--- src/rtl/sprite_pkg.sv ---
// Shared sprite constants, pixel code type and the loader FSM state encoding.
package sprite_pkg;

  localparam int unsigned SPR_H_SIZE     = 32;
  localparam int unsigned SPR_V_SIZE     = 32;
  localparam int unsigned SPR_FRAME_SIZE = 1024;
  localparam int unsigned SPR_PW         = 3;
  localparam int unsigned SPR_PPW        = 10;

  typedef logic [2:0] pix_code_t;

  typedef enum logic [1:0] {
    StIdle,
    StLoad,
    StFin
  } loader_state_e;

endpackage

--- src/rtl/loader_word_fifo.sv ---
// Small synchronous word FIFO with full/empty flags and a single-cycle flush.
module loader_word_fifo #(
  parameter int unsigned Width = 32,
  parameter int unsigned Depth = 4
) (
  input  logic             clk,
  input  logic             reset_n,
  input  logic             flush_i,
  input  logic             push_i,
  input  logic [Width-1:0] wdata_i,
  input  logic             pop_i,
  output logic [Width-1:0] rdata_o,
  output logic             full_o,
  output logic             empty_o
);

  localparam int unsigned   PtrW   = $clog2(Depth);
  localparam logic [PtrW:0] PtrOne = (PtrW + 1)'(1);

  logic [Width-1:0] mem_q [Depth];
  logic [PtrW:0]    wptr_q, wptr_d;
  logic [PtrW:0]    rptr_q, rptr_d;
  logic             push_ok, pop_ok;

  // Extra pointer bit distinguishes full from empty when the indices match.
  assign full_o  = (wptr_q[PtrW] != rptr_q[PtrW]) &&
                   (wptr_q[PtrW-1:0] == rptr_q[PtrW-1:0]);
  assign empty_o = (wptr_q == rptr_q);
  assign push_ok = push_i && !full_o;
  assign pop_ok  = pop_i && !empty_o;
  assign rdata_o = mem_q[rptr_q[PtrW-1:0]];

  always_comb begin
    wptr_d = wptr_q;
    rptr_d = rptr_q;
    if (flush_i) begin
      wptr_d = '0;
      rptr_d = '0;
    end else begin
      if (push_ok) wptr_d = wptr_q + PtrOne;
      if (pop_ok)  rptr_d = rptr_q + PtrOne;
    end
  end

  always_ff @(posedge clk or negedge reset_n) begin
    if (!reset_n) begin
      wptr_q <= '0;
      rptr_q <= '0;
    end else begin
      wptr_q <= wptr_d;
      rptr_q <= rptr_d;
    end
  end

  always_ff @(posedge clk) begin
    if (push_ok && !flush_i) mem_q[wptr_q[PtrW-1:0]] <= wdata_i;
  end

endmodule

--- src/rtl/sprite_ram_loader.sv ---
// Unpacks packed pixel words into single-pixel sprite RAM writes.
// Optional SPRITE_LOADER_CKSUM_EN adds a 16-bit running sum of written pixel codes.
module sprite_ram_loader
  import sprite_pkg::*;
#(
  parameter int unsigned ADDR       = 11,
  parameter int unsigned PW         = 3,
  parameter int unsigned PPW        = 10,
  parameter int unsigned FIFO_DEPTH = 4
) (
  input  logic            clk,
  input  logic            reset_n,
  input  logic            cfg_start,
  input  logic [ADDR-1:0] cfg_base_addr,
  input  logic [ADDR:0]   cfg_count,
  input  logic            wr_valid,
  input  logic [31:0]     wr_data,
  output logic            wr_ready,
  output logic            busy,
  output logic            done,
  output logic            we,
  output logic [ADDR-1:0] addr_w,
  output logic [PW-1:0]   pixel_in
`ifdef SPRITE_LOADER_CKSUM_EN
  ,
  output logic [15:0]     cksum
`endif
);

  localparam int unsigned       FieldW    = $clog2(PPW);
  localparam logic [ADDR:0]     PixOne    = (ADDR + 1)'(1);
  localparam logic [FieldW-1:0] FieldOne  = FieldW'(1);
  localparam logic [FieldW-1:0] FieldLast = FieldW'(PPW - 1);

  loader_state_e     state_q, state_d;
  logic [ADDR-1:0]   base_q, base_d;
  logic [ADDR:0]     count_q, count_d;
  logic [ADDR:0]     pix_q, pix_d;
  logic [FieldW-1:0] field_q, field_d;
  logic              done_q, done_d;
  logic              we_q, we_d;
  logic [ADDR-1:0]   addr_q, addr_d;
  logic [PW-1:0]     pixel_q, pixel_d;

  logic              fifo_full, fifo_empty, fifo_push, fifo_pop, fifo_flush;
  logic [31:0]       fifo_head;
  logic              start_acc, emit, last_pix;
  logic [PW-1:0]     field_pix;

  loader_word_fifo #(
    .Width (32),
    .Depth (FIFO_DEPTH)
  ) u_fifo (
    .clk     (clk),
    .reset_n (reset_n),
    .flush_i (fifo_flush),
    .push_i  (fifo_push),
    .wdata_i (wr_data),
    .pop_i   (fifo_pop),
    .rdata_o (fifo_head),
    .full_o  (fifo_full),
    .empty_o (fifo_empty)
  );

  if (PPW * PW < 32) begin : g_spare
    logic unused_spare;
    assign unused_spare = ^fifo_head[31:PPW*PW];
  end

  // State register
  always_ff @(posedge clk or negedge reset_n) begin
    if (!reset_n) state_q <= StIdle;
    else          state_q <= state_d;
  end

  // Next-state logic
  always_comb begin
    state_d = state_q;
    unique case (state_q)
      StIdle:  if (cfg_start) state_d = (cfg_count == '0) ? StFin : StLoad;
      StLoad:  if (emit && last_pix) state_d = StFin;
      StFin:   state_d = StIdle;
      default: state_d = StIdle;
    endcase
  end

  // State-decoded outputs
  always_comb begin
    busy       = 1'b0;
    wr_ready   = 1'b0;
    fifo_flush = 1'b0;
    start_acc  = 1'b0;
    unique case (state_q)
      StIdle: start_acc = cfg_start;
      StLoad: begin
        busy     = 1'b1;
        wr_ready = !fifo_full;
      end
      StFin: begin
        busy       = 1'b1;
        fifo_flush = 1'b1;
      end
      default: ;
    endcase
  end

  always_comb begin
    field_pix = '0;
    for (int unsigned i = 0; i < PPW; i++) begin
      if (field_q == FieldW'(i)) field_pix = fifo_head[PW*i +: PW];
    end
  end

  assign emit      = (state_q == StLoad) && !fifo_empty;
  assign last_pix  = (pix_q + PixOne) == count_q;
  assign fifo_push = wr_valid && wr_ready;
  // Drop the rest of the head word once the final pixel has gone out.
  assign fifo_pop  = emit && ((field_q == FieldLast) || last_pix);

  always_comb begin
    base_d  = base_q;
    count_d = count_q;
    pix_d   = pix_q;
    field_d = field_q;
    done_d  = done_q;
    we_d    = 1'b0;
    addr_d  = addr_q;
    pixel_d = pixel_q;
    if (start_acc) begin
      base_d  = cfg_base_addr;
      count_d = cfg_count;
      pix_d   = '0;
      field_d = '0;
      done_d  = 1'b0;
    end
    if (emit) begin
      we_d    = 1'b1;
      addr_d  = base_q + pix_q[ADDR-1:0];
      pixel_d = field_pix;
      pix_d   = pix_q + PixOne;
      field_d = (field_q == FieldLast) ? '0 : field_q + FieldOne;
    end
    if (state_q == StFin) begin
      done_d  = 1'b1;
      field_d = '0;
    end
  end

  always_ff @(posedge clk or negedge reset_n) begin
    if (!reset_n) begin
      base_q  <= '0;
      count_q <= '0;
      pix_q   <= '0;
      field_q <= '0;
      done_q  <= 1'b0;
      we_q    <= 1'b0;
      addr_q  <= '0;
      pixel_q <= '0;
    end else begin
      base_q  <= base_d;
      count_q <= count_d;
      pix_q   <= pix_d;
      field_q <= field_d;
      done_q  <= done_d;
      we_q    <= we_d;
      addr_q  <= addr_d;
      pixel_q <= pixel_d;
    end
  end

  assign done     = done_q;
  assign we       = we_q;
  assign addr_w   = addr_q;
  assign pixel_in = pixel_q;

`ifdef SPRITE_LOADER_CKSUM_EN
  logic [15:0] cksum_q, cksum_d;

  always_comb begin
    cksum_d = cksum_q;
    if (start_acc) cksum_d = '0;
    else if (emit) cksum_d = cksum_q + 16'(field_pix);
  end

  always_ff @(posedge clk or negedge reset_n) begin
    if (!reset_n) cksum_q <= '0;
    else          cksum_q <= cksum_d;
  end

  assign cksum = cksum_q;
`endif

endmodule
--- config.mk ---
export PLATFORM = sky130hd
export DESIGN_NAME = sprite_ram_loader
export DESIGN_NICKNAME = d
export VERILOG_FILES = /design/src/rtl/sprite_pkg.sv /design/src/rtl/loader_word_fifo.sv /design/src/rtl/sprite_ram_loader.sv
export SDC_FILE = /design/constraint.sdc
export NUM_CORES = 1
export LEC_CHECK = 0
export BUFFER_PORTS_ARGS = -buffer_cell sky130_fd_sc_hd__buf_2
export CAP_MARGIN = 20
export CELL_PAD_IN_SITES_DETAIL_PLACEMENT = 1
export CELL_PAD_IN_SITES_GLOBAL_PLACEMENT = 1
export CORE_MARGIN = 1.5
export CORE_UTILIZATION = 35
export CTS_BUF_LIST = sky130_fd_sc_hd__clkbuf_4 sky130_fd_sc_hd__clkbuf_8
export DETAILED_ROUTE_END_ITERATION = 10
export GPL_TIMING_DRIVEN = 0
export PLACE_DENSITY_LB_ADDON = 0.1
export SYNTH_ARGS = -nofsm -noshare
export SYNTH_HDL_FRONTEND = slang
export SYNTH_SLANG_ARGS = --single-unit
--- constraint.sdc ---
create_clock -name clk -period 2.8 [get_ports clk]
set_input_delay 0.56 -clock clk [delete_from_list [all_inputs] [get_ports clk]]
set_output_delay 0.56 -clock clk [all_outputs]
set_load 0.05 [all_outputs]
Word level (Yosys, flattened, before mapping)
Memory sizes are Yosys's and may differ from the RTL's.
Cells that the tools add are included.

word-level totals
  bits in registers = 63
  bits in writable memories = 128
  logic and storage cells = 89
  memories = 1

memories
  memory        depth  bits a word  read ports  clocked after memory_dff  wr ports  RTL line                RTL
  u_fifo.mem_q  4      32           1           0                         1         loader_word_fifo.sv:20  logic [Width-1:0] mem_q [Depth];

operators by class
  $add $sub $neg = 5
  eq/ne operators = 17
  mux-type cells = 33
  reductions and logical operators = 22

operators with widths
  kind                                                 count
  2-to-1 mux 3 bit                                     14
  2-to-1 mux 12 bit                                    2
  equality test 4 x 3 -> 1 bit, second input constant  4
  2-to-1 mux 4 bit                                     4
  adder 12 x 1 -> 12 bit, second input constant        1
  equality test 12 bit                                 1
  logical NOT 12 bit                                   1
  adder 11 bit                                         1
  2-to-1 mux 1 bit                                     9
  equality test 4 x 2 -> 1 bit, second input constant  2
  equality test 4 bit, second input constant           2
  logical AND 1 bit                                    8
  nonzero test 2 bit                                   4
  adder 3 x 1 -> 3 bit, second input constant          2
  2-to-1 mux 2 bit                                     3
  adder 4 x 1 -> 4 bit, second input constant          1
  equality test 4 x 1 -> 1 bit, second input constant  1
  logical NOT 4 bit                                    1
  != test 2 bit, second input constant                 2
  one-hot mux 2 bit (2 select lines)                   1
  equality test 3 bit                                  1
  logical NOT 1 bit                                    3
  nonzero test 3 bit                                   1
  equality test 2 x 1 -> 1 bit, second input constant  1
  7 further kinds                                      7

Depth between registers and ports, before layout
Gate-level depths: netlist of the first run.

  word-level depth = 11
  mapped depth = 10
  mapped depth without buffers = 9

Cells and area by module
Synthesis of the first run repeated with hierarchy kept, for this count alone.

second synthesis, totals
  cells, all modules = 588
  area, all modules = 8,672.1 um2

by module, submodules not included
  module             times used  cells each  area an instance (um2)  seq. area each (um2)
  loader_word_fifo   1           231         5,180.0                 3,993.8
  sprite_ram_loader  1           357         3,492.1                 1,426.4

Worst setup path after synthesis of the first run
Ideal clock, no wire load.

  path kind = flip-flop to flip-flop
  start point = reg u_fifo.rptr_q[0]
  end point = mem u_fifo.mem_q[0][0], enable pin
  arrival = 2,346 ps
  required time = 2,410 ps
  path slack = 64 ps
  cell stages (with the launch flop) = 8
  path through = dfrtp_1 buf_2 xnor2_1 nand2_1 o21a_1 nand2_1 nor2_1 and2_1

on the way
  cells in the longest elaborated chain, start to end = 9

ends and longest elaborated chain
  element                                 RTL line                  RTL
  start, declared                         loader_word_fifo.sv:22    logic [PtrW:0] rptr_q, rptr_d;
  start signal, assigned                  loader_word_fifo.sv:51    rptr_q <= rptr_d;
  equality test 2 bit                     loader_word_fifo.sv:27    (wptr_q[PtrW-1:0] == rptr_q[PtrW-1:0]);
  logical AND 1 bit                       loader_word_fifo.sv:26    assign full_o = (wptr_q[PtrW] != rptr_q[PtrW]) &&
  logical NOT 1 bit                       sprite_ram_loader.sv:97   wr_ready = !fifo_full;
  2-to-1 mux 1 bit                        sprite_ram_loader.sv:93   unique case (state_q)
  net wr_ready                            sprite_ram_loader.sv:18   output logic wr_ready,
  logical AND 1 bit                       sprite_ram_loader.sv:116  assign fifo_push = wr_valid && wr_ready;
  logical AND 1 bit                       loader_word_fifo.sv:29    assign push_ok = push_i && !full_o;
  logical AND 1 bit                       loader_word_fifo.sv:56    if (push_ok && !flush_i) mem_q[wptr_q[PtrW-1:0]] <= wdata_i;
  2-to-1 mux 1 bit                        loader_word_fifo.sv:56
  2-to-1 mux 1 bit (implied by the code)  loader_word_fifo.sv:56
  end, declared                           loader_word_fifo.sv:20

The timed path passes the listed nets, and every way through them passes these cells.

Worst setup path after layout of the first run
  start point = reg u_fifo.rptr_q[0]
  end point = reg pixel_q[2] (netlist: pixel_in[2])

on the way
  cells in the longest elaborated chain, start to end = 11

ends and longest elaborated chain
  element                         RTL line                  RTL
  memory read (4 x 32 bit)        n/a
  2-to-1 mux 3 bit (10 in a row)  sprite_ram_loader.sv:110  if (field_q == FieldW'(i)) field_pix = fifo_head[PW*i +: PW];
  end signal, assigned            sprite_ram_loader.sv:167  pixel_q <= pixel_d;
  end, declared                   sprite_ram_loader.sv:43   logic [PW-1:0] pixel_q, pixel_d;

Parallel ways exist; a longest one is shown, timed or not.
A chain may end at the register's enable or synchronous reset.

==> results.json, run 1 <==
{
  "finalCoreUtilization_pct": 41.4,
  "synth_warnings": 0,
  "ir_worst_vdd_mv": 0.319,
  "critical_path_arrival_ns": 2.98,
  "antenna_found_initial": 0,
  "numPortBuffers": 74,
  "crit_path_start": "u_fifo.rptr_q[0]$_DFFE_PN0P_",
  "cts.reportedPaths.clkPinSlew_ns": 0.12,
  "startpoint_type": "register",
  "cts_max_path_buffers": 2,
  "leakage_uw": 0.00363,
  "gpl.final_weighted_congestion": 0.791,
  "cts_tree": "yes",
  "cp.required_ns": 3.15,
  "path_cells": "buf_2, clkbuf_4, mux4_2, mux2i_1, a2bb2oi_1, o211ai_1, a31oi_1, o21ai_0",
  "grt_pass1_vias": 5719,
  "global_route_wire_length_before_repair_mm": 31.9,
  "final_hold_violation_count": 0,
  "regToRegSetupSlack_ns": 0.17,
  "drt.antenna.violating_nets": 0,
  "floorplan.core_area_um2": 23500,
  "rr_endpoint": "pixel_in[2]$_DFFE_PN0P_",
  "fin_worst_skew_ns": 0.0168,
  "rows": 56,
  "die_h_um": 158,
  "period_minus_slack_ns": 2.63,
  "highest_fanout_seen_on_the_critical_path": 10,
  "ys_seq_elements": 183,
  "synth.net_count": 672,
  "start_util_pct": 35.7,
  "min_path_type": "primary input to asynchronous set/reset pin",
  "syn-cell-area_um2": 8370,
  "detailroute.via_count": 5272,
  "drv_cap": 0,
  "ys.flop_type": "edfxtp_1",
  "post_dp_cell_area_um2": 9240,
  "crit_path_max_incr_delay_ns": 0.53,
  "drt-initial-drc-count": 239,
  "gr-total-overflow": 0,
  "area_growth_syn_to_layout_pct": 16.1,
  "count_of_different_cell_masters_after_synthesis": 63,
  "cts-root-buf": "clkbuf_8",
  "num_io_pins": 77,
  "post_synth_edffs": 120,
  "antenna-diode-count": 0,
  "clock_sinks": 183,
  "postSynth.asyncResetShare_pct": 34.4,
  "num-nets-final": 769,
  "finalInstanceArea_um2": 9720,
  "critPathCapture": "pixel_in[2]$_DFFE_PN0P_",
  "cts-hold-fix-buffers": 0,
  "finalSetupTns_ns": 0,
  "postSynthAreaPerCell_um2": 14.1,
  "drt-vias-per-instance": 5.16,
  "ctsHtreeMaxLevel": 4,
  "post-route-drc-count": 0,
  "clock.fmax_ghz": 0.380,
  "run_status": "complete, no violations",
  "detailedPlacementHpwl_mm": 14.6,
  "routed_wire_length_mm": 20.3,
  "cp_slowest_cell": "mux4_2",
  "slew_violations": 0,
  "dp_cells": 989,
  "grt_util_all_layers_pct": 17.4,
  "netlist_instances": 592,
  "finish.cell_count_without_fillers": 1021,
  "rr_worst_depth": 8,
  "worst_r2r_startpoint": "u_fifo.rptr_q[0]$_DFFE_PN0P_",
  "nFillCells": 2430,
  "drt_pre_antenna_iters": 4,
  "tightestPinTransition_ns": 0.850,
  "grt_start_max_net_pins": 64,
  "cts_made_buffers": 17,
  "rsz0062_at_grt": "false",
  "power-per-cell-area_nw_per_um2": 925,
  "layout_worst_path_cycle_share_pct": 94.0,
  "endpoint_kind": "register",
  "slew-limit-headroom_pct": 43.3,
  "clk-insertion-delay-late_ns": 0.48,
  "sequential_fraction_of_the_synthesis_area_pct": 61.9,
  "drive_gt1_share_pct": 27.9,
  "finalSetupViolations": 0,
  "die-width_um": 158,
  "drt-wirelength-per-cell_um": 19.9,
  "type_of_the_worst_setup_path": "register to register",
  "floorplan.die_area_um2": 24800
}
-- report_power, final --
part / internal (uW) / switching, uW
clock network: 812 / 1190
logic: 1270 / 2080
registers: 3340 / 299
total: 5420 / 3570
-- flip-flops by register name, indices dropped and copies added, names as in the netlist --
signal and count:
base_q 11, done 1, we 1, count_q 12
pixel_in 3, u_fifo.mem_q 120, field_q 4, addr_w 11
u_fifo.wptr_q 3, pix_q 12, state_q 2, u_fifo.rptr_q 3
-- how the worst min path moves through the flow --
| stage | startpoint | to | slack (ns) |
|---|---|---|---|
| 3_5_place_dp | addr_w[2]$_DFFE_PN0P_ | addr_w[2]$_DFFE_PN0P_ | 0.47 |
| 6_report | reset_n | base_q[5]$_DFFE_PN0P_ | 0.17 |
| 3_3_place_gp | addr_w[3]$_DFFE_PN0P_ | addr_w[3]$_DFFE_PN0P_ | 0.46 |
| 2_1_floorplan | reset_n | addr_w[0]$_DFFE_PN0P_ | 0.26 |
| 5_1_grt | reset_n | base_q[5]$_DFFE_PN0P_ | 0.22 |
| 4_1_cts | reset_n | addr_w[5]$_DFFE_PN0P_ | 0.20 |
-- layer usage --
metal / wire [um] / GRT usage, % / vias to the layer above
met2: 11000 / 32.0 / 78
met4: 258 / 5.08 / 0
met3: 453 / 2.96 / 19
li1: - / - / 2446
met1: 8560 / 20.6 / 2729
met5: 0 / 0 / -
-- cells in the mapped netlist, drive strengths merged (16+ instances only) --
master    n  area share (%)
a21oi    19             1.1
dfrtp    63              19
edfxtp  120              43
ha       20             3.0
inv      16            0.72
mux2     23             3.1
mux4     31             8.3
nand2    38             1.7
nand3    24             1.4
nor2     29             1.3
o21ai    40             2.4
xnor2    17             1.8
-- kinds of logic after synthesis --
| kind of cell | Yosys count | share of synthesized area [%] |
|---|---|---|
| multiplexers | 56 | 11.7 |
| AND/OR/NAND/NOR | 156 | 10.0 |
| AO/OA/AOI/OAI | 106 | 8.09 |
| adder cells (fa/ha/maj) | 21 | 3.23 |
| flip-flops | 183 | 61.9 |
| XOR/XNOR | 26 | 2.72 |
| buffers and inverters | 44 | 2.35 |
-- critical path: cells and delay by family (launching register included) --
family,cells,cell delay [ns]
AO/OA/AOI/OAI,4,0.67
flip-flops,1,0.39
multiplexers,2,0.80
buffers and inverters,2,0.64
-- cell usage in the layout (no fill, tap or decap), types with 4 or more instances in the layout --
cell type	n
nor3b_1	4
o21ai_0	40
a31oi_1	5
xor2_1	9
inv_12	4
edfxtp_1	120
clkinv_8	5
nor4_1	7
o211ai_1	5
nand2_1	38
dfrtp_1	63
clkbuf_1	11
nand3_1	24
clkbuf_2	5
mux4_2	31
nor2_1	29
a22oi_1	5
and2_2	5
nand2b_1	5
clkbuf_8	18
a21oi_1	18
nand4_1	4
buf_2	80
buf_4	4
a211oi_1	6
and3_1	6
inv_8	4
mux2_2	23
ha_1	20
xnor2_1	17
nor2b_1	10
inv_1	16
o31ai_1	5
nor3_1	6
-- final cells by class --
| cell class | instances | area [um^2] | share of cell area [%] |
|---|---|---|---|
| Buffer | 28 | 145 | 1.49 |
| Timing Repair Buffer | 78 | 468 | 4.82 |
| Clock buffer | 17 | 234 | 2.41 |
| Tap cell | 319 | 399 | 4.11 |
| Multi-Input combinational cell | 365 | 3000 | 30.9 |
| Sequential cell | 183 | 5180 | 53.3 |
| Clock inverter | 15 | 230 | 2.37 |
| Inverter | 16 | 60.1 | 0.618 |
-- stage by stage --
stage	power, uW	hold slack [ns]	setup WS [ns]
2_1_floorplan	6050	0.264	0.0644
3_5_place_dp	7120	0.468	-0.00487
6_report	8990	0.170	0.168
4_1_cts	9120	0.196	0.0244
5_1_grt	9530	0.216	0.00479
3_3_place_gp	7000	0.457	-0.481
-- timing repair --
action | in CTS | in global routing
pin swaps | 0 | 1
resized for setup | 1 | 8
hold endpoints to repair | 0 | 0
setup endpoints to repair | 6 | 21
setup buffers | 0 | 0
Power figures use the tool's default switching activity.
==> run 2, diff against run 1 <==
- ABC_AREA: not set -> 0
- GPL_TIMING_DRIVEN: 0 -> not set
==> results.json, run 2 (synthesis gave the netlist of run 1 again) <==
{
  "run_status": "complete, no violations",
  "start_util_pct": 35.7,
  "area_growth_syn_to_layout_pct": 14.6,
  "slew_violations": 0,
  "drt-initial-drc-count": 254,
  "drt.antenna.violating_nets": 0,
  "grt_util_all_layers_pct": 16.6,
  "post-route-drc-count": 0,
  "ctsHtreeMaxLevel": 4,
  "top_usage_layer": "met2",
  "rows": 56,
  "gr-total-overflow": 0,
  "num_io_pins": 77,
  "antenna_found_initial": 1,
  "period_minus_slack_ns": 2.45,
  "layout_worst_path_cycle_share_pct": 87.6,
  "detailedPlacementHpwl_mm": 13.1,
  "cp.required_ns": 3.14,
  "floorplan.die_area_um2": 24800,
  "num-nets-final": 756,
  "clock_sinks": 183,
  "flip_flop_count_of_the_largest_register_after_layout": 120,
  "regToRegSetupSlack_ns": 0.35,
  "cts.reportedPaths.clkPinSlew_ns": 0.10,
  "fin_worst_hold_slack_ns": 0.105,
  "rr_worst_depth": 6,
  "min_path_type": "primary input to asynchronous set/reset pin",
  "highest_fanout_seen_on_the_critical_path": 10,
  "detailroute.via_count": 5149,
  "cts_max_path_buffers": 2,
  "finalSetupViolations": 0,
  "slew-limit-headroom_pct": 60.6,
  "layout.area.seq_um2": 5180,
  "critical_path_arrival_ns": 2.79,
  "finalSetupTns_ns": 0,
  "net-switching-power_uw": 3360,
  "global_route_wire_length_before_repair_mm": 30.5,
  "type_of_the_worst_setup_path": "register to register",
  "grt_pass1_vias": 5595,
  "layout_common_cells": "120 x edfxtp_1, 74 x buf_2, 62 x dfrtp_1",
  "power.share.switching_pct": 38.8,
  "rsz0062_at_grt": "false",
  "ir_worst_vdd_mv": 0.345,
  "intPower_uw": 5300,
  "grt_start_max_net_pins": 35,
  "post_cts.resized_instances": 0,
  "numPortBuffers": 74,
  "tightestPinTransition_ns": 0.591,
  "startpoint_type": "register",
  "drt_pre_antenna_iters": 4,
  "fin_worst_skew_ns": 0.0154,
  "endpoint_kind": "register",
  "power.share.clock_pct": 19.8,
  "sequential_fraction_of_design_power_pct": 42.6,
  "fin_total_pwr_uw": 8660,
  "global_route.usage.met2_pct": 30.5,
  "cts-hold-fix-buffers": 0,
  "met3_usage_pct": 3.28,
  "drt-wirelength-per-cell_um": 19.2,
  "grtUsageMet1_pct": 19.3,
  "final_common_cell": "edfxtp_1",
  "cts_post_setup_buffers_inserted": 0,
  "cts_tree": "yes",
  "cts-root-buf": "clkbuf_8",
  "drt-vias-per-instance": 5.10,
  "finish.cell_count_without_fillers": 1009,
  "share_comb_of_total_power_pct": 37.5,
  "multi_input_comb_area_um2": 2990,
  "nFillCells": 2436,
  "floorplan.core_area_um2": 23500,
  "final_hold_violation_count": 0,
  "drv_cap": 0,
  "die_h_um": 158,
  "power-per-cell-area_nw_per_um2": 903,
  "gpl.final_weighted_congestion": 0.780,
  "die-width_um": 158,
  "post_dp_cell_area_um2": 9220,
  "finalInstanceArea_um2": 9590,
  "drive_gt1_share_pct": 27.6,
  "routed_wire_length_mm": 19.3,
  "dp_cells": 976,
  "leakage_uw": 0.00358,
  "cts_made_buffers": 17,
  "clock.fmax_ghz": 0.408,
  "clk-insertion-delay-late_ns": 0.47
}
-- run 2: final timing paths --
check / end / startpoint
min in group clk: u_fifo.mem_q[1][2]$_DFFE_PP_ / wr_data[2]
min reg2reg: addr_w[5]$_DFFE_PN0P_ / addr_w[5]$_DFFE_PN0P_
max: addr_w[7]$_DFFE_PN0P_ / pix_q[2]$_DFFE_PN0P_
min: addr_w[8]$_DFFE_PN0P_ / reset_n
max in group asynchronous: u_fifo.rptr_q[0]$_DFFE_PN0P_ / reset_n
max reg2reg: addr_w[7]$_DFFE_PN0P_ / pix_q[2]$_DFFE_PN0P_
-- run 2: power by group through the flow --
stage          Clock [uW]  Combinational (uW)  Sequential [uW]
6_report             1720                3250             3690
2_1_floorplan           0                2060             3990
3_3_place_gp            0                3240             3750
5_1_grt              1880                3570             3760
4_1_cts              1780                3320             3710
3_5_place_dp            0                3300             3770
-- run 2: cell type report --
class                      instances  share of cell area [%]
sequential                       183                    54.0
clock buffer                      18                    2.52
tap                              319                    4.16
inverter                          16                   0.626
clock inverter                    14                    1.34
antenna                            1                  0.0261
timing repair buffer              93                    6.13
multi-input combinational        365                    31.2
-- run 2: stage by stage --
stage	setup WS, ns	util, %
finish	0.347	40.9
global route	0.173	40.9
CTS	0.346	40.9
detailed placement	0.387	39.3
global placement	0.394	39.3
floorplan	0.0644	-
-- run 2: routing by layer --
metal	wire, um	up-vias
met5	0	-
met1	7980	2617
met4	311	0
li1	-	2427
met3	577	18
met2	10500	87
-- run 2: worst max-delay path, stage by stage (launching register included) --
cell	delay, ns
dfrtp_1	0.60
ha_1	0.34
a21oi_1	0.27
o21ai_0	0.23
a211oi_1	0.37
nor4_1	0.09
or3b_2	0.44
